`config.mk`:
```
export PLATFORM = sky130hd
export DESIGN_NAME = alu_executor
export DESIGN_NICKNAME = d
export VERILOG_FILES = /design/src/rtl/alu_executor.sv
export SDC_FILE = /design/constraint.sdc
export NUM_CORES = 1
export LEC_CHECK = 0
export ABC_AREA = 1
export ABC_CLOCK_PERIOD_IN_PS = 2400
export CAP_MARGIN = 20
export CORE_ASPECT_RATIO = 0.7
export CORE_MARGIN = 2
export CORE_UTILIZATION = 31
export CTS_BUF_LIST = sky130_fd_sc_hd__clkbuf_8 sky130_fd_sc_hd__clkbuf_16
export DETAILED_ROUTE_END_ITERATION = 8
export PLACE_DENSITY = 0.52
export SYNTH_ARGS = -nofsm -noshare
export SYNTH_HDL_FRONTEND = slang
export SYNTH_SLANG_ARGS = --single-unit
```
`constraint.sdc`:
```
create_clock -name clk -period 2.4 [get_ports clk]
set_input_delay 0.24 -clock clk [delete_from_list [all_inputs] [get_ports clk]]
set_output_delay 0.24 -clock clk [all_outputs]
set_load 0.1 [all_outputs]
```
`src/rtl/alu_executor.sv`:
```
// Digit-serial ALU: add/sub/and/or/slt over WIDTH bits, DIGIT bits per cycle.
// One request in flight; IDLE -> EXEC (N cycles) -> DONE, held until out_ready.
module alu_executor #(
  parameter int WIDTH = 32,
  parameter int DIGIT = 4
) (
  input  logic             clk,
  input  logic             rst_n,
  input  logic             in_valid,
  output logic             in_ready,
  input  logic [2:0]       alu_ctrl,
  input  logic [WIDTH-1:0] src_a,
  input  logic [WIDTH-1:0] src_b,
  output logic             out_valid,
  input  logic             out_ready,
  output logic [WIDTH-1:0] result,
  output logic             zero,
  output logic             illegal
);

  localparam int N  = WIDTH / DIGIT;
  localparam int CW = (N > 1) ? $clog2(N) : 1;

  localparam logic [1:0] IDLE = 2'd0;
  localparam logic [1:0] EXEC = 2'd1;
  localparam logic [1:0] DONE = 2'd2;

  localparam logic [2:0] OP_AND = 3'b000;
  localparam logic [2:0] OP_OR  = 3'b001;
  localparam logic [2:0] OP_ADD = 3'b010;
  localparam logic [2:0] OP_SUB = 3'b110;
  localparam logic [2:0] OP_SLT = 3'b111;

  logic [1:0]       state;
  logic [CW-1:0]    cnt;
  logic             carry;
  logic [2:0]       op;
  logic [WIDTH-1:0] a_reg, b_reg, res;
  logic             zero_r, ill_r;

  logic [DIGIT-1:0] a_sl, b_sl, slice;
  logic [DIGIT:0]   sum;
  logic             lt, last, in_legal, in_inv;
  logic [WIDTH-1:0] nres, fin;

  assign in_ready  = (state == IDLE);
  assign out_valid = (state == DONE);
  assign result    = res;
  assign zero      = zero_r;
  assign illegal   = ill_r;

  assign in_legal = (alu_ctrl == OP_AND) || (alu_ctrl == OP_OR) || (alu_ctrl == OP_ADD) ||
                    (alu_ctrl == OP_SUB) || (alu_ctrl == OP_SLT);
  assign in_inv   = (alu_ctrl == OP_SUB) || (alu_ctrl == OP_SLT);
  assign last     = (cnt == CW'(N - 1));

  // Operands shift right each cycle, so the active slice is always the low digit;
  // result slices enter from the top and reach their final place after N cycles.
  always_comb begin
    a_sl  = a_reg[DIGIT-1:0];
    b_sl  = b_reg[DIGIT-1:0];
    sum   = {1'b0, a_sl} + {1'b0, b_sl} + {{DIGIT{1'b0}}, carry};
    slice = sum[DIGIT-1:0];
    case (op)
      OP_AND:  slice = a_sl & b_sl;
      OP_OR:   slice = a_sl | b_sl;
      default: slice = sum[DIGIT-1:0];
    endcase
    nres = (res >> DIGIT) | ({{(WIDTH-DIGIT){1'b0}}, slice} << (WIDTH - DIGIT));
    // b_reg holds ~src_b: equal stored sign bits mean the original signs differ.
    lt   = (a_sl[DIGIT-1] == b_sl[DIGIT-1]) ? a_sl[DIGIT-1] : sum[DIGIT-1];
    fin  = (op == OP_SLT) ? {{(WIDTH-1){1'b0}}, lt} : nres;
  end

  always_ff @(posedge clk) begin
    if (!rst_n) begin
      state  <= IDLE;
      cnt    <= '0;
      carry  <= 1'b0;
      op     <= 3'b000;
      a_reg  <= '0;
      b_reg  <= '0;
      res    <= '0;
      zero_r <= 1'b0;
      ill_r  <= 1'b0;
    end else begin
      case (state)
        IDLE: if (in_valid) begin
          op    <= alu_ctrl;
          a_reg <= src_a;
          b_reg <= in_inv ? ~src_b : src_b;
          carry <= in_inv;
          cnt   <= '0;
          res   <= '0;
          ill_r <= ~in_legal;
          zero_r <= ~in_legal;
          state <= in_legal ? EXEC : DONE;
        end
        EXEC: begin
          a_reg <= a_reg >> DIGIT;
          b_reg <= b_reg >> DIGIT;
          carry <= sum[DIGIT];
          cnt   <= cnt + CW'(1);
          if (last) begin
            res    <= fin;
            zero_r <= (fin == '0);
            state  <= DONE;
          end else begin
            res <= nres;
          end
        end
        DONE: if (out_ready) state <= IDLE;
        default: state <= IDLE;
      endcase
    end
  end

endmodule

```
== Word-level counts from Yosys, hierarchy flattened ==
Cells that the tools add are included.

* Word-level logic and storage cells: 67
* Bits in registers: 107
* Output and inout bits: 36
* Input port bits: 71

* Add/sub/neg operators: 3
* Mux-type cells: 23
* Reduce and logical (&&, ||, !) cells: 14
* Bitwise operators: 5
* Eq/ne operators: 13

{| class="wikitable"
|+ Operator list
! kind !! count
|-
| two-way mux 32 bit || 6
|-
| case mux 32 bit (2 select lines) || 3
|-
| logical NOT 32 bit || 1
|-
| inverter 32 bit || 1
|-
| bitwise OR 28 x 32 -> 32 bit || 1
|-
| equality test 3 bit, second input constant || 4
|-
| two-way mux 2 bit || 4
|-
| case mux 4 bit (2 select lines) || 1
|-
| equality test 3 x 1 -> 1 bit, second input constant || 2
|-
| logical NOT 3 bit || 2
|-
| case mux 2 bit (3 select lines) || 1
|-
| case mux 3 bit (2 select lines) || 1
|-
| AND reduction 3 bit || 2
|-
| adder 4 x 4 -> 5 bit || 1
|-
| adder 5 x 1 -> 5 bit || 1
|-
| logical OR 1 bit || 5
|-
| AND 4 bit || 1
|-
| two-way mux 1 bit || 4
|-
| != test 2 bit, second input constant || 2
|-
| bitwise OR 4 bit || 1
|-
| case mux 1 bit (2 select lines) || 2
|-
| AND reduction 2 bit || 2
|-
| adder 3 x 1 -> 3 bit, second input constant || 1
|-
| equality test 3 x 2 -> 1 bit, second input constant || 1
|-
| other kinds (8) || 8
|}

== Logic depth before layout (Yosys ltp) ==
* Depth in word-level cells: 8
* Mapped depth: 14
* Mapped depth without buffers: 14

== Least setup slack after synthesis ==
Ideal clock, no wire load.

* Kind: flip-flop to flip-flop
* Start: register state[1]
* End: register state[1]
* Clock period less this slack: 2.200 ns
* Arrival time: 2.114 ns
* Slack: 0.200 ns
* Library setup time: 0.087 ns
* Required time: 2.313 ns
* Path buffers: 0
* Cell stages (with the launch flop): 5
* Cells stage by stage: dfxtp_1 -> inv_1 -> nor2_1 -> a21oi_1 -> a211oi_1

* Word-level cells in the longest chain between the ends: 3
* Elaborated cells between the ends (all ways): 8
* Those cells by class: eq/ne (5); mux (1); reduce/logical (2)

{| class="wikitable"
|+ Ends and longest elaborated chain
! element !! RTL line !! source
|-
| start: declaration || 34 || <nowiki>logic [1:0] state;</nowiki>
|-
| start signal: assignment || 97 || <nowiki>state <= in_legal ? EXEC : DONE;</nowiki>
|-
| equality test 2 bit (*) || - ||
|-
| via out_valid || 14 || <nowiki>output logic out_valid,</nowiki>
|-
| != test 2 x 1 -> 1 bit (no line) || - ||
|-
| AND reduction 3 bit (no line) || - ||
|}

Mark *: on every way through the listed nets, which the timed path passes. The rest lies on a longest branch.
A chain may end at the register's enable or synchronous reset.

== Final worst setup path ==
* Start: register a_reg[0]
* End: register zero_r, in the netlist zero

* Word-level cells in the longest chain between the ends: 8
* Elaborated cells between the ends (all ways): 11
* Those cells by class: add/sub (2); mux (5); bitwise (3); reduce/logical (1)

{| class="wikitable"
|+ Ends and longest elaborated chain
! element !! RTL line !! source
|-
| start: declaration || 38 || <nowiki>logic [WIDTH-1:0] a_reg, b_reg, res;</nowiki>
|-
| start signal: assignment || 90 || <nowiki>a_reg <= src_a;</nowiki>
|-
| start signal: assignment || 100 || <nowiki>a_reg <= a_reg >> DIGIT;</nowiki>
|-
| adder 4 x 4 -> 5 bit || 62 || <nowiki>sum = {1'b0, a_sl} + {1'b0, b_sl} + {{DIGIT{1'b0}}, carry};</nowiki>
|-
| adder 5 x 1 -> 5 bit || 62 ||
|-
| case mux 4 bit (2 select lines) || 64 || <nowiki>case (op)</nowiki>
|-
| bitwise OR 28 x 32 -> 32 bit || 69 || <nowiki>nres = (res >> DIGIT) | ({{(WIDTH-DIGIT){1'b0}}, slice} << (WIDTH - DIGIT));</nowiki>
|-
| two-way mux 32 bit (*) || 72 || <nowiki>fin = (op == OP_SLT) ? {{(WIDTH-1){1'b0}}, lt} : nres;</nowiki>
|-
| logical NOT 32 bit (*) || 106 || <nowiki>zero_r <= (fin == '0);</nowiki>
|-
| two-way mux 1 bit (*) || 104 || <nowiki>if (last) begin</nowiki>
|-
| case mux 1 bit (2 select lines) (*) || 87 || <nowiki>case (state)</nowiki>
|-
| end signal: assignment || 96 || <nowiki>zero_r <= ~in_legal;</nowiki>
|-
| end signal: assignment || 106 ||
|-
| end: declaration || 39 || <nowiki>logic zero_r, ill_r;</nowiki>
|}

Every way passes the cells marked *; elsewhere a longest branch is shown, timed or not. The select of a mux whose other input is x is not followed.

==> impl_metrics.yaml <==
final_layout:
  diodes: 0
  fin_cells: 1007
  drive_above_1_share_pct: 11.0
  fin_nets: 862
  final_common_cell: "nand2_1"
  final_util_pct: 40.3
  syn2layout_area_growth_pct: 27.8
  final_cell_mix: "nand2_1 (177), dfxtp_1 (107), a21oi_1 (76), inv_1 (74), clkdlybuf4s50_1 (69)"
timing:
  finalMaxSlewViolations: 0
  finalSetupTns_ps: 0
  worstMarginPinSlew_ps: 624
  period_needed_ps: 2140
  clock.fmax_ghz: 0.467
  max-slew-margin-rel_pct: 58.0
  hold_violations: 0
  skew_ps: 6.55
  setup_viol: 0
  hold_ws_ps: 432
  rsz0062_at_grt: "no"
  finalCritPeriodShare_pct: 89.1
clock_network:
  worstSkewPairLatency_ps: 350
  cts_setup_buffers: 0
  hold_buffers: 0
  cts_resized: 0
  root_buffer: "clkbuf_16"
  cts-buffers-inserted: 9
  htreeDepth: 3
  clock_path_buffers: 2
  cts_tree: "done"
  clk_pin_slew_worst_paths_ps: 70
  clock-sinks: 107
pwr:
  cellPowerDensity_nw_per_um2: 701
  p_leak_nw: 2.74
  vdd_drop_max_v: 0.000357
  total_power_mw: 4.58
synth:
  synthMuxAreaShare_pct: 0
  synth_compound_area_share_pct: 24.9
  synthCells: 692
  synthAdderAreaFrac_pct: 3.62
  synthDistinctLibCells: 33
  synth-xor-area-share_pct: 0
  syn_area_um2: 5110
  syn_nets: 776
  yosysWarnings: 0
  synth-seq-cells: 107
  syn_area_per_cell_um2: 7.38
  seq_area_frac_synth_pct: 41.9
  synth-simple-area-share_pct: 18.2
  synth_top_family_by_area: "compound AO/OA/AOI/OAI gates"
grt:
  use_met3_pct: 3.54
  grt_use_met2_pct: 23.6
  grt_max_degree: 87
  grt.total_usage_pct: 16.4
  grt_pass1_wl_um: 23200
  grt_pass1_vias: 4559
  met1_usage_pct: 24.9
  antenna_found_initial: 0
  top_usage_layer: "met1"
  grt-ovfl-total: 0
route:
  drtAntennaViolNets: 0
  wl_per_cell_um: 14.0
  num_vias: 4706
  first_pass_iters: 4
  drc: 0
  viasPerCell: 4.67
  drtIter0Drc: 224
  drt-total-wl_um: 14100
floorplanning:
  die_w_um: 157
  coreArea_um2: 16200
  die_y_um: 111
  ios: 107
  die_area_um2: 17500
  initial_core_util_pct: 31.5
  num_rows: 39
worst_setup_path:
  critical_path_class: "reg2reg"
  critPathCaptureType: "flop"
  critical_path_peak_fanout: 4
  worstPathRequired_ps: 2680
  crit_path_start_kind: "flop"
  critPathArrivalTime_ps: 2420
  critPathBufInv: 0
  max_stage_delay_ps: 440
  path_common_cell: "nand2_1"
  crit_slowest_cell: "fa_1"
  path_delay_family: "adder cells"
  worstPathCellList: "fa_1 > a21oi_1 > o21ai_0 > fa_1 > o21ai_1 > nor2_1 > nor2_1 > nand2_1 > nand2_1 > nand2_1 > a21oi_1"
placement:
  gp_congestion: 0.844
  dp_hpwl_um: 10200
  io_buffer_count: 106
  dpl.cell_count: 992
worst_hold_path:
  min_path_type: "in2reg"
run:
  max-cap-violations: 0
run_status:
  outcome: "finished, final reports clean"
cell type report:
type                            instances  area, µm²
Inverter                               80        300
Timing Repair Buffer                  121       1100
Tap cell                              225        282
Multi-Input combinational cell        459       2390
Clock inverter                          5       77.6
Sequential cell                       107       2140
Fill cell                            1710       9670
Clock buffer                           10        239
worst register-to-register path, cell delays in order, from the launching register on:
cell and delay, ps:
dfxtp_1 360, fa_1 420, a21oi_1 150, o21ai_0 120
fa_1 440, o21ai_1 150, nor2_1 70, nor2_1 100
nand2_1 60, nand2_1 60, nand2_1 50, a21oi_1 110
routing by layer:
metal / up-vias / wire length [µm] / part of all wire (%)
met1: 2154 / 7640 / 54
met5: - / 0 / 0
met2: 80 / 5870 / 42
met4: 0 / 144 / 1.0
li1: 2463 / - / -
met3: 9 / 481 / 3.4
kinds of logic after synthesis:
family          Yosys count
compound gates          217
buf+inv                 126
fa+ha+maj                13
flops                   107
simple gates            229
report_power, final:
part	switching (mW)	internal [mW]	leakage (nW)
Sequential	0.0755	1.92	0.877
Clock	0.658	0.936	0.160
Combinational	0.624	0.371	1.70
Total	1.36	3.22	2.74
metrics by stage:
stage / area, µm² / setup WS, ps
after floorplan: 5110 / 200
after global placement: 6210 / 309
after detailed placement: 6210 / 271
after CTS: 6530 / 241
after global routing: 6530 / 17.4
final: 6530 / 261
synth_stat cells:
cell type | n | area, µm²
clkbuf_1 | 11 | 41.3
dfxtp_1 | 107 | 2140
o211ai_1 | 2 | 15.0
a2bb2oi_1 | 3 | 26.3
ha_1 | 10 | 125
o221ai_1 | 24 | 210
o31ai_1 | 1 | 7.51
or2_2 | 2 | 12.5
nand3_1 | 13 | 65.1
a211oi_1 | 1 | 7.51
and2_0 | 1 | 6.26
nor2_4 | 3 | 33.8
inv_2 | 5 | 18.8
buf_2 | 23 | 115
nor2_1 | 28 | 105
fa_1 | 3 | 60.1
nand3b_1 | 2 | 15.0
a21boi_0 | 1 | 7.51
o21ai_1 | 8 | 40.0
o21ai_0 | 65 | 325
clkinv_1 | 2 | 7.51
a21oi_2 | 5 | 43.8
buf_4 | 1 | 7.51
nand2_4 | 2 | 22.5
o21ai_2 | 1 | 8.76
nand2_1 | 177 | 664
buf_6 | 10 | 113
a31oi_1 | 28 | 175
inv_1 | 73 | 274
nor3_1 | 1 | 5.00
buf_1 | 1 | 3.75
o211ai_2 | 2 | 25.0
a21oi_1 | 76 | 380
worst paths after layout:
kind / startpoint / to / slack (ps) / cells after the start
max: a_reg[0]$_SDFFE_PN0P_ / zero$_SDFFE_PN0P_ / 260 / 11
min: rst_n / b_reg[4]$_SDFFE_PN0P_ / 430 / 3
max reg2reg: a_reg[0]$_SDFFE_PN0P_ / zero$_SDFFE_PN0P_ / 260 / 11
min reg2reg: b_reg[29]$_SDFFE_PN0P_ / b_reg[29]$_SDFFE_PN0P_ / 470 / 2
Power figures use the tool's default switching activity.
